$ cat src/rtl/proc_pkg.sv
// Shared definitions for the proc_ctrl sequencer: opcodes, ALU codes, state encoding.
// Opcode 100 decoding depends on the PROC_CTRL_XOR_EN macro.
package proc_pkg;

    localparam int DW   = 9;
    localparam int NREG = 8;

    localparam logic [2:0] OP_MV  = 3'b000;
    localparam logic [2:0] OP_MVI = 3'b001;
    localparam logic [2:0] OP_ADD = 3'b010;
    localparam logic [2:0] OP_SUB = 3'b011;
    localparam logic [2:0] OP_XOR = 3'b100;

    localparam logic [1:0] ALU_ADD = 2'b00;
    localparam logic [1:0] ALU_SUB = 2'b01;
    localparam logic [1:0] ALU_XOR = 2'b10;

    typedef enum logic [2:0] {
        S_IDLE = 3'd0,
        S_T0   = 3'd1,
        S_T1   = 3'd2,
        S_T2   = 3'd3,
        S_T3   = 3'd4
    } state_t;

    // True for opcodes that run the T1..T3 ALU sequence.
    function automatic logic is_alu_op(input logic [2:0] op);
        logic res;
        case (op)
            OP_ADD:  res = 1'b1;
            OP_SUB:  res = 1'b1;
`ifdef PROC_CTRL_XOR_EN
            OP_XOR:  res = 1'b1;
`endif
            default: res = 1'b0;
        endcase
        return res;
    endfunction

    function automatic logic [1:0] alu_code(input logic [2:0] op);
        logic [1:0] res;
        case (op)
            OP_SUB:  res = ALU_SUB;
`ifdef PROC_CTRL_XOR_EN
            OP_XOR:  res = ALU_XOR;
`endif
            default: res = ALU_ADD;
        endcase
        return res;
    endfunction

endpackage

$ cat src/rtl/proc_ctrl_if.sv
// Control bus between the proc_ctrl sequencer (master) and the datapath (slave).
interface proc_ctrl_if #(
    parameter int DW   = 9,
    parameter int NREG = 8
);
    logic            Run;
    logic [DW-1:0]   DIN;
    logic [NREG-1:0] R_in;
    logic [NREG-1:0] R_out;
    logic            DIN_out;
    logic            A_in;
    logic            G_in;
    logic            G_out;
    logic [1:0]      alu_op;
    logic            Done;
    logic            Busy;

    modport master (
        input  Run, DIN,
        output R_in, R_out, DIN_out, A_in, G_in, G_out, alu_op, Done, Busy
    );

    modport slave (
        output Run, DIN,
        input  R_in, R_out, DIN_out, A_in, G_in, G_out, alu_op, Done, Busy
    );
endinterface

$ cat src/rtl/dec3to8.sv
// Combinational 3-to-8 one-hot decoder with enable.
module dec3to8 (
    input  logic       en,
    input  logic [2:0] sel,
    output logic [7:0] onehot
);

    // One-hot decode of sel, all zeros when disabled.
    always_comb begin
        onehot = 8'h00;
        if (en) begin
            onehot[sel] = 1'b1;
        end else begin
            onehot = 8'h00;
        end
    end

endmodule

$ cat src/rtl/proc_ctrl.sv
// Multi-cycle control sequencer for the 9-bit datapath (mv, mvi, add, sub, optional xor).
// Define PROC_CTRL_XOR_EN to decode opcode 100 as xor; otherwise it is a nop.
module proc_ctrl
    import proc_pkg::*;
#(
    parameter int DW   = 9,
    parameter int NREG = 8
) (
    input  logic          clk,
    input  logic          Reset,
    proc_ctrl_if.master   bus
);

    state_t        state_r;
    state_t        state_s;
    logic [DW-1:0] ir_r;

    logic [2:0] op_s;
    logic [2:0] x_s;
    logic [2:0] y_s;

    logic       rin_en_s;
    logic       rout_x_s;
    logic       rout_y_s;
    logic       din_out_s;
    logic       a_in_s;
    logic       g_in_s;
    logic       g_out_s;
    logic [1:0] alu_op_s;
    logic       done_s;
    logic       busy_s;

    logic       rout_en_s;
    logic [2:0] rout_sel_s;
    logic [7:0] rin_hot_s;
    logic [7:0] rout_hot_s;

    assign op_s = ir_r[8:6];
    assign x_s  = ir_r[5:3];
    assign y_s  = ir_r[2:0];

    // State register and instruction register; IR loads only at the end of T0.
    always_ff @(posedge clk) begin
        if (Reset) begin
            state_r <= S_IDLE;
            ir_r    <= '0;
        end else begin
            state_r <= state_s;
            if (state_r == S_T0) begin
                ir_r <= bus.DIN;
            end else begin
                ir_r <= ir_r;
            end
        end
    end

    // Next-state logic; Run is only looked at in IDLE.
    always_comb begin
        state_s = state_r;
        case (state_r)
            S_IDLE: begin
                if (bus.Run) begin
                    state_s = S_T0;
                end else begin
                    state_s = S_IDLE;
                end
            end
            S_T0: state_s = S_T1;
            S_T1: begin
                if (is_alu_op(op_s)) begin
                    state_s = S_T2;
                end else begin
                    state_s = S_IDLE;
                end
            end
            S_T2:    state_s = S_T3;
            S_T3:    state_s = S_IDLE;
            default: state_s = S_IDLE;
        endcase
    end

    // Strobe generation; Reset blanks every output in the cycle it is asserted.
    always_comb begin
        rin_en_s  = 1'b0;
        rout_x_s  = 1'b0;
        rout_y_s  = 1'b0;
        din_out_s = 1'b0;
        a_in_s    = 1'b0;
        g_in_s    = 1'b0;
        g_out_s   = 1'b0;
        alu_op_s  = ALU_ADD;
        done_s    = 1'b0;
        busy_s    = 1'b0;
        if (Reset) begin
            busy_s = 1'b0;
        end else begin
            busy_s = (state_r != S_IDLE);
            case (state_r)
                S_T1: begin
                    if (is_alu_op(op_s)) begin
                        rout_x_s = 1'b1;
                        a_in_s   = 1'b1;
                    end else if (op_s == OP_MV) begin
                        rout_y_s = 1'b1;
                        rin_en_s = 1'b1;
                        done_s   = 1'b1;
                    end else if (op_s == OP_MVI) begin
                        din_out_s = 1'b1;
                        rin_en_s  = 1'b1;
                        done_s    = 1'b1;
                    end else begin
                        done_s = 1'b1;
                    end
                end
                S_T2: begin
                    rout_y_s = 1'b1;
                    g_in_s   = 1'b1;
                    alu_op_s = alu_code(op_s);
                end
                S_T3: begin
                    g_out_s  = 1'b1;
                    rin_en_s = 1'b1;
                    done_s   = 1'b1;
                end
                default: begin
                    done_s = 1'b0;
                end
            endcase
        end
    end

    // R_out draws from X in T1 of an ALU op and from Y otherwise, so its decoder select is muxed.
    assign rout_en_s  = rout_x_s | rout_y_s;
    assign rout_sel_s = rout_x_s ? x_s : y_s;

    dec3to8 u_dec_rin (
        .en     (rin_en_s),
        .sel    (x_s),
        .onehot (rin_hot_s)
    );

    dec3to8 u_dec_rout (
        .en     (rout_en_s),
        .sel    (rout_sel_s),
        .onehot (rout_hot_s)
    );

    assign bus.R_in    = rin_hot_s;
    assign bus.R_out   = rout_hot_s;
    assign bus.DIN_out = din_out_s;
    assign bus.A_in    = a_in_s;
    assign bus.G_in    = g_in_s;
    assign bus.G_out   = g_out_s;
    assign bus.alu_op  = alu_op_s;
    assign bus.Done    = done_s;
    assign bus.Busy    = busy_s;

endmodule
$ cat src/flat_wrapper.sv
// flat-port wrapper written by rule: the top's interface ports become plain ports
module proc_ctrl_flat import proc_pkg::*;
#(
    parameter int DW   = 9,
    parameter int NREG = 8
)
  (clk, Reset, bus_Run, bus_DIN, bus_R_in, bus_R_out, bus_DIN_out, bus_A_in, bus_G_in, bus_G_out, bus_alu_op, bus_Done, bus_Busy);
  proc_ctrl_if #(.DW(DW), .NREG(NREG)) bus_i ();
  input  logic clk;
  input  logic Reset;
  input wire logic [$bits(bus_i.Run)-1:0] bus_Run;
  input wire logic [$bits(bus_i.DIN)-1:0] bus_DIN;
  output wire logic [$bits(bus_i.R_in)-1:0] bus_R_in;
  output wire logic [$bits(bus_i.R_out)-1:0] bus_R_out;
  output wire logic [$bits(bus_i.DIN_out)-1:0] bus_DIN_out;
  output wire logic [$bits(bus_i.A_in)-1:0] bus_A_in;
  output wire logic [$bits(bus_i.G_in)-1:0] bus_G_in;
  output wire logic [$bits(bus_i.G_out)-1:0] bus_G_out;
  output wire logic [$bits(bus_i.alu_op)-1:0] bus_alu_op;
  output wire logic [$bits(bus_i.Done)-1:0] bus_Done;
  output wire logic [$bits(bus_i.Busy)-1:0] bus_Busy;
  assign bus_i.Run = bus_Run;
  assign bus_i.DIN = bus_DIN;
  assign bus_R_in = bus_i.R_in;
  assign bus_R_out = bus_i.R_out;
  assign bus_DIN_out = bus_i.DIN_out;
  assign bus_A_in = bus_i.A_in;
  assign bus_G_in = bus_i.G_in;
  assign bus_G_out = bus_i.G_out;
  assign bus_alu_op = bus_i.alu_op;
  assign bus_Done = bus_i.Done;
  assign bus_Busy = bus_i.Busy;
  proc_ctrl #(.DW(DW), .NREG(NREG)) u_core (.clk(clk), .Reset(Reset), .bus(bus_i));
endmodule
$ cat config.mk
export PLATFORM = sky130hd
export DESIGN_NAME = proc_ctrl_flat
export DESIGN_NICKNAME = d
export VERILOG_FILES = /design/src/rtl/proc_pkg.sv /design/src/rtl/proc_ctrl_if.sv /design/src/rtl/dec3to8.sv /design/src/rtl/proc_ctrl.sv /design/src/flat_wrapper.sv
export SDC_FILE = /design/constraint.sdc
export NUM_CORES = 1
export LEC_CHECK = 0
export CAP_MARGIN = 20
export CELL_PAD_IN_SITES_DETAIL_PLACEMENT = 1
export CELL_PAD_IN_SITES_GLOBAL_PLACEMENT = 1
export CORE_ASPECT_RATIO = 1.4
export CORE_MARGIN = 8
export CORE_UTILIZATION = 31
export DETAILED_ROUTE_END_ITERATION = 8
export PLACE_DENSITY_LB_ADDON = 0.1
export SLEW_MARGIN = 20
export SYNTH_ARGS = -nofsm -noshare
export SYNTH_HDL_FRONTEND = slang
export SYNTH_SLANG_ARGS = --single-unit
export TNS_END_PERCENT = 1
$ cat constraint.sdc
create_clock -name clk -period 3.3 [get_ports clk]
set_input_delay 0.66 -clock clk [delete_from_list [all_inputs] [get_ports clk]]
set_output_delay 0.66 -clock clk [all_outputs]
set_load 0.02 [all_outputs]
# [Word level (Yosys, flattened, before mapping)]
# Index checks and enable logic that the tools add are counted.
[totals] rom_bits=0 wordCells=60 mem_count=0 regBits=12 latchBits=0 in_bits=12 mem_bits_rw=0
[classes] multipliers=0 addsub=0 mux=40 shifts=0 eq_ne=7 n_reduce_logical=6 div_mod_pow=0 n_lt_le_gt_ge=4 n_bitwise=1
[op_table] cell="$mux W1" n=28
[op_table] cell="$mux W8" n=2
[op_table] cell="$eq A3 B2 Y1 const B" n=4
[op_table] cell="$pmux W3 S4" n=1
[op_table] cell="$lt A3 B4 Y1 const B" n=2
[op_table] cell="$demux W1 S3" n=2
[op_table] cell="$eq A3 B1 Y1 const B" n=2
[op_table] cell="$ge A3 B1 Y1 const B" n=2
[op_table] cell="$logic_not A3 Y1" n=2
[op_table] cell="$mux W2" n=3
[op_table] cell="$pmux W1 S2" n=3
[op_table] cell="$eq A3 B3 Y1 const B" n=1
[op_table] cell="$mux W3" n=1
[op_table] cell="$reduce_bool A3 Y1" n=1
[op_table] cell="$logic_and A1 B1 Y1" n=2
[op_table] cell="$reduce_or A2 Y1" n=1
[op_table] cell="$or A1 B1 Y1" n=1

# [Logic depth before layout (Yosys ltp)]
[depth] ltp_word=14 ltp_mapped=5

# [Cells and area by module]
# Synthesis repeated with hierarchy kept, for this count alone.
[hier_totals] cells_unflattened=82 area_unflattened_um2=800.8
[modules_own_cells] module="proc_ctrl" n_inst=1 seq_area_each_um2=240.2 area_per_inst_um2=609.3 cells_each=66
[modules_own_cells] module="dec3to8 at u_core.u_dec_rin" n_inst=1 seq_area_each_um2=0.0 area_per_inst_um2=96.3 cells_each=8
[modules_own_cells] module="dec3to8 at u_core.u_dec_rout" n_inst=1 seq_area_each_um2=0.0 area_per_inst_um2=95.1 cells_each=8

# [Worst setup path before layout]
# No wires, ideal clock.
[synth_timing] path_type="in2out" startpoint="input Reset" endpoint="output bus_R_out[0]" path_slack_ps=788 arrival_ps=1852 required_ps=2640 cell_stages=4 cell_sequence="or2_1 buf_6 or4_4 a22oi_1"
[synth_via] elab_chain_len=7
[synth_rtl] item="from (decl)" line_no="flat_wrapper.sv:10" rtl="input logic Reset;"
[synth_rtl] item="$mux W1" line_no="proc_ctrl.sv:94" rtl="if (Reset) begin"
[synth_rtl] item="$mux W3" line_no="proc_ctrl.sv:134" rtl="assign rout_sel_s = rout_x_s ? x_s : y_s;"
[synth_rtl] item="$lt A3 B4 Y1 (implied by the code) / $ge A3 B1 Y1 (equally long branches)" line_no="dec3to8.sv:12" rtl="onehot[sel] = 1'b1;"
[synth_rtl] item="$logic_and A1 B1 Y1 (implied by the code)" line_no="dec3to8.sv:12"
[synth_rtl] item="$mux W1 (implied by the code)" line_no="dec3to8.sv:12"
[synth_rtl] item="$demux W1 S3" line_no="dec3to8.sv:12"
[synth_rtl] item="$mux W8 (*)" line_no="dec3to8.sv:11" rtl="if (en) begin"
[synth_rtl] item="to (decl)" line_no="flat_wrapper.sv:14" rtl="output wire logic [$bits(bus_i.R_out)-1:0] bus_R_out;"
# Mark *: on every way between the ends. The rest lies on a longest branch, timed or not.

# [Worst setup path after layout]
[layout_timing] startpoint="input Reset" endpoint="output bus_R_out[2]"
# The elaborated chain is that of the path after synthesis.

==> metrics.md <==
| Metric | Value |
|---|---|
| Status | finished clean |
| Mean Syn Cell Area | 8.01 sq um |
| Residual DRC | 0 |
| Final wirelength | 2660 um |
| Placed cell area | 1200 sq um |
| R2R depth | 4 |
| Startpoint types | input port |
| Async set or reset register ratio after synthesis | 0% |
| Gate power share | 20.9% |
| CTS tree | built |
| CP cell instances | clkdlybuf4s50_1 > or2_1 > or3_1 > a22oi_1 > clkdlybuf4s50_1 |
| Worst clock skew | 0.00546 ns |
| First drt pass iteration count | 4 |
| Synth-to-layout area growth | 51.3% |
| CP bufs+invs | 2 |
| Syn_nets | 114 |
| Peak Freq | 308 MHz |
| GRT Max-Usage Layer | met2 |
| Cell Int Power | 0.231 mW |
| Data arrival time of the critical path | 2.59 ns |
| Leak Pwr | 0.506 nW |
| Worst setup path end | bus_R_out[2] |
| Total CTS buffers | 3 |
| M1 GR Usage | 12.4% |
| Gr usage total | 12.1% |
| RR Endpoint | u_core.ir_r[6]$_SDFFE_PP0N_ |
| Cells after Synth | 102 |
| Via count | 899 |
| Cell area after synthesis | 817 sq um |
| Final Cell Area | 1240 sq um |
| Initial Util | 31.9% |
| Met2 Use GR | 20.2% |
| Fillers | 331 |
| TNS Setup | 0 ns |
| H-tree depth | 1 |
| Data required time of the worst path | 2.64 ns |
| Minimum clock period | 3.25 ns |
| Top_reg_cell synth | dfxtp_1 |
| Worst Setup SP | Reset |
| Seq cells post-synth | 12 |
| Max-cap check violation count | 0 |
| Post-synth EDFFs | 0 |
| Die ar. | 4560 sq um |
| Rows | 22 |
| Die Span X | 59.4 um |
| R2R Setup Slk | 2.00 ns |
| Sequential power share | 51.7% |
| Vias/cell | 5.17 |
| Final setup fails | 0 |
| Met3 Use GR | 3.67% |
| Crit Path Category | in2out |
| Nets@finish | 152 |
| Clk network pwr share | 27.4% |
| CP dominant cell by count | clkdlybuf4s50_1 |
| Worst-Skew Late Latency | 0.27 ns |
| I/O pin count | 36 |
| Sw Share | 27.0% |
| Drt wl/cell | 15.3 um |
| Unique cell type count in the Yosys netlist | 32 |
| CP max-delay cell | clkdlybuf4s50_1 |
| # hold bufs at CTS | 0 |
| Port Buffer Count | 34 |
| Crit-path leading delay family | buffers and inverters |
| Layout cells sized above 1 | 10.9% |
| Clk slew on worst S/H paths | 0.06 ns |
| Inserted Diodes | 0 |
| Synth warnings | 0 |
| First-pass GRT wire length | 4330 um |
| Max Slew Vio Count | 0 |
| Die Y | 76.7 um |
| GRT overflow | 0 |
| RSZ-0062 raised after global routing | false |
| Final Cycle Share | 98.4% |
| Worst reg2reg path startpoint | u_core.state_r[0]$_SDFF_PP0_ |
| Initial DRC Count | 15 |
| Clock sinks | 12 |
| DP HPWL | 2220 um |
| P_sw | 0.0853 mW |
| Core footprint | 2560 sq um |
| Crit path depth | 5 |
| Crit-path max cell delay | 0.63 ns |
| Pin count of the biggest net entering global routing | 12 |
| Hold Path Class | reg2reg |
| Vias in the first global route | 947 |
| Root buf cell | clkbuf_4 |
| Crit. End Element | output pin |
| Power Dens Cells | 256 nW/um^2 |
| Final count of hold timing violations | 0 |
| Routability cong. | 0.779 |
| Max Fanout on Critical Path | 6 |
| CTS Buffer Depth | 2 |
| Final ANT Viol Nets | 0 |
| Initial antenna violation count | 0 |
| Register area share after synthesis | 29.4% |
| Worst vdd ir | 0.164 mV |
## worst min-delay path by stage
| stage | from | endpoint | slack, ns | cells after the start |
|---|---|---|---|---|
| floorplan | u_core.ir_r[0]$_SDFFE_PP0N_ | u_core.ir_r[0]$_SDFFE_PP0N_ | 0.48 | 2 |
| global route | u_core.ir_r[1]$_SDFFE_PP0N_ | u_core.ir_r[1]$_SDFFE_PP0N_ | 0.59 | 2 |
| CTS | u_core.ir_r[3]$_SDFFE_PP0N_ | u_core.ir_r[3]$_SDFFE_PP0N_ | 0.56 | 2 |
| global placement | u_core.ir_r[0]$_SDFFE_PP0N_ | u_core.ir_r[0]$_SDFFE_PP0N_ | 0.53 | 2 |
| detailed placement | u_core.ir_r[3]$_SDFFE_PP0N_ | u_core.ir_r[3]$_SDFFE_PP0N_ | 0.55 | 2 |
| finish | u_core.ir_r[3]$_SDFFE_PP0N_ | u_core.ir_r[3]$_SDFFE_PP0N_ | 0.56 | 2 |
## cell usage after synthesis (all sizes together), types with 3 or more instances
library cell / number / share of area, %
a22oi: 8 / 7.4
and2: 3 / 2.6
buf: 5 / 4.9
clkbuf: 3 / 1.5
dfxtp: 12 / 29
mux2i: 9 / 11
nand2b: 3 / 2.3
nor2: 19 / 8.7
nor2b: 4 / 3.1
nor3: 5 / 3.1
nor3b: 3 / 2.8
o211ai: 5 / 4.6
o21ai: 3 / 1.8
or3: 3 / 2.3
## tightest hold or removal path, cell delays in order (launching register included)
cell and delay, ns:
dfxtp_1 0.34, mux2i_1 0.13, nor2_1 0.05
## logic make-up (layout without fill, tap and decap cells)
logic type / count (synthesis) / after routing / share of synthesized area [%]
and+or+nand+nor: 51 / 51 / 34.8
AOI/OAI and AO/OA: 18 / 18 / 15.6
DFF: 12 / 12 / 29.4
muxes: 10 / 10 / 12.4
buffers and inverters: 10 / 46 / 7.35
other: 1 / 1 / 0.459
## placed cells by master (no fill, tap or decap), types with 2 or more instances in the layout
master,count
nand3_1,2
a22oi_1,8
clkbuf_4,3
or3_1,3
and3_1,2
nor3b_1,2
clkdlybuf4s50_1,27
nand2b_1,3
dlygate4sd2_1,3
o211ai_1,5
inv_1,2
dfxtp_1,12
buf_4,7
mux2i_1,9
o21ai_0,3
dlymetal6s2s_1,4
and2_2,2
nor3_1,5
nor2_1,19
nor2b_1,4
## through the flow
step           total power, mW  setup WS [ns]  instances  hold slack (ns)  utilization, %
3_3_place_gp             0.231       -0.00636        171            0.529            47.0
2_1_floorplan            0.203          0.788        102            0.483               -
6_report                 0.316         0.0515        174            0.560            48.3
4_1_cts                  0.323         0.0315        174            0.564            47.9
5_1_grt                  0.337        0.00942        174            0.588            48.3
3_5_place_dp             0.233         -0.117        171            0.552            47.0
## cell type report
type | count | area [sq um] | share of cell area, %
clock buffers | 3 | 22.5 | 1.82
inverters | 2 | 7.51 | 0.607
flip-flops and latches | 12 | 240 | 19.4
repair buffers | 41 | 399 | 32.3
well taps | 36 | 45.0 | 3.64
multi-input cells | 80 | 522 | 42.2
## sequential cells by signal, summed over array words and instances (netlist names)
| register | count |
|---|---|
| u_core.ir_r | 9 |
| u_core.state_r | 3 |
## repair_timing
| action | CTS | global route |
|---|---|---|
| buffers inserted | 0 | 0 |
| endpoints found under the setup margin | 9 | 4 |
| gates resized for setup | 4 | 4 |
| gates cloned | 0 | 0 |
## metal layers
metal	part of all wire, %	vias up
li1	-	437
met1	40	422
met2	50	30
met3	6.6	10
met4	4.0	0
met5	0	-
## power groups by stage
stage	clock, mW	combinational (mW)	sequential (mW)
after floorplan	0	0.0425	0.161
after global placement	0	0.0648	0.166
after detailed placement	0	0.0668	0.166
after CTS	0.0927	0.0670	0.163
after global routing	0.100	0.0726	0.165
final	0.0867	0.0660	0.163
(Power assumes the default switching activity.)
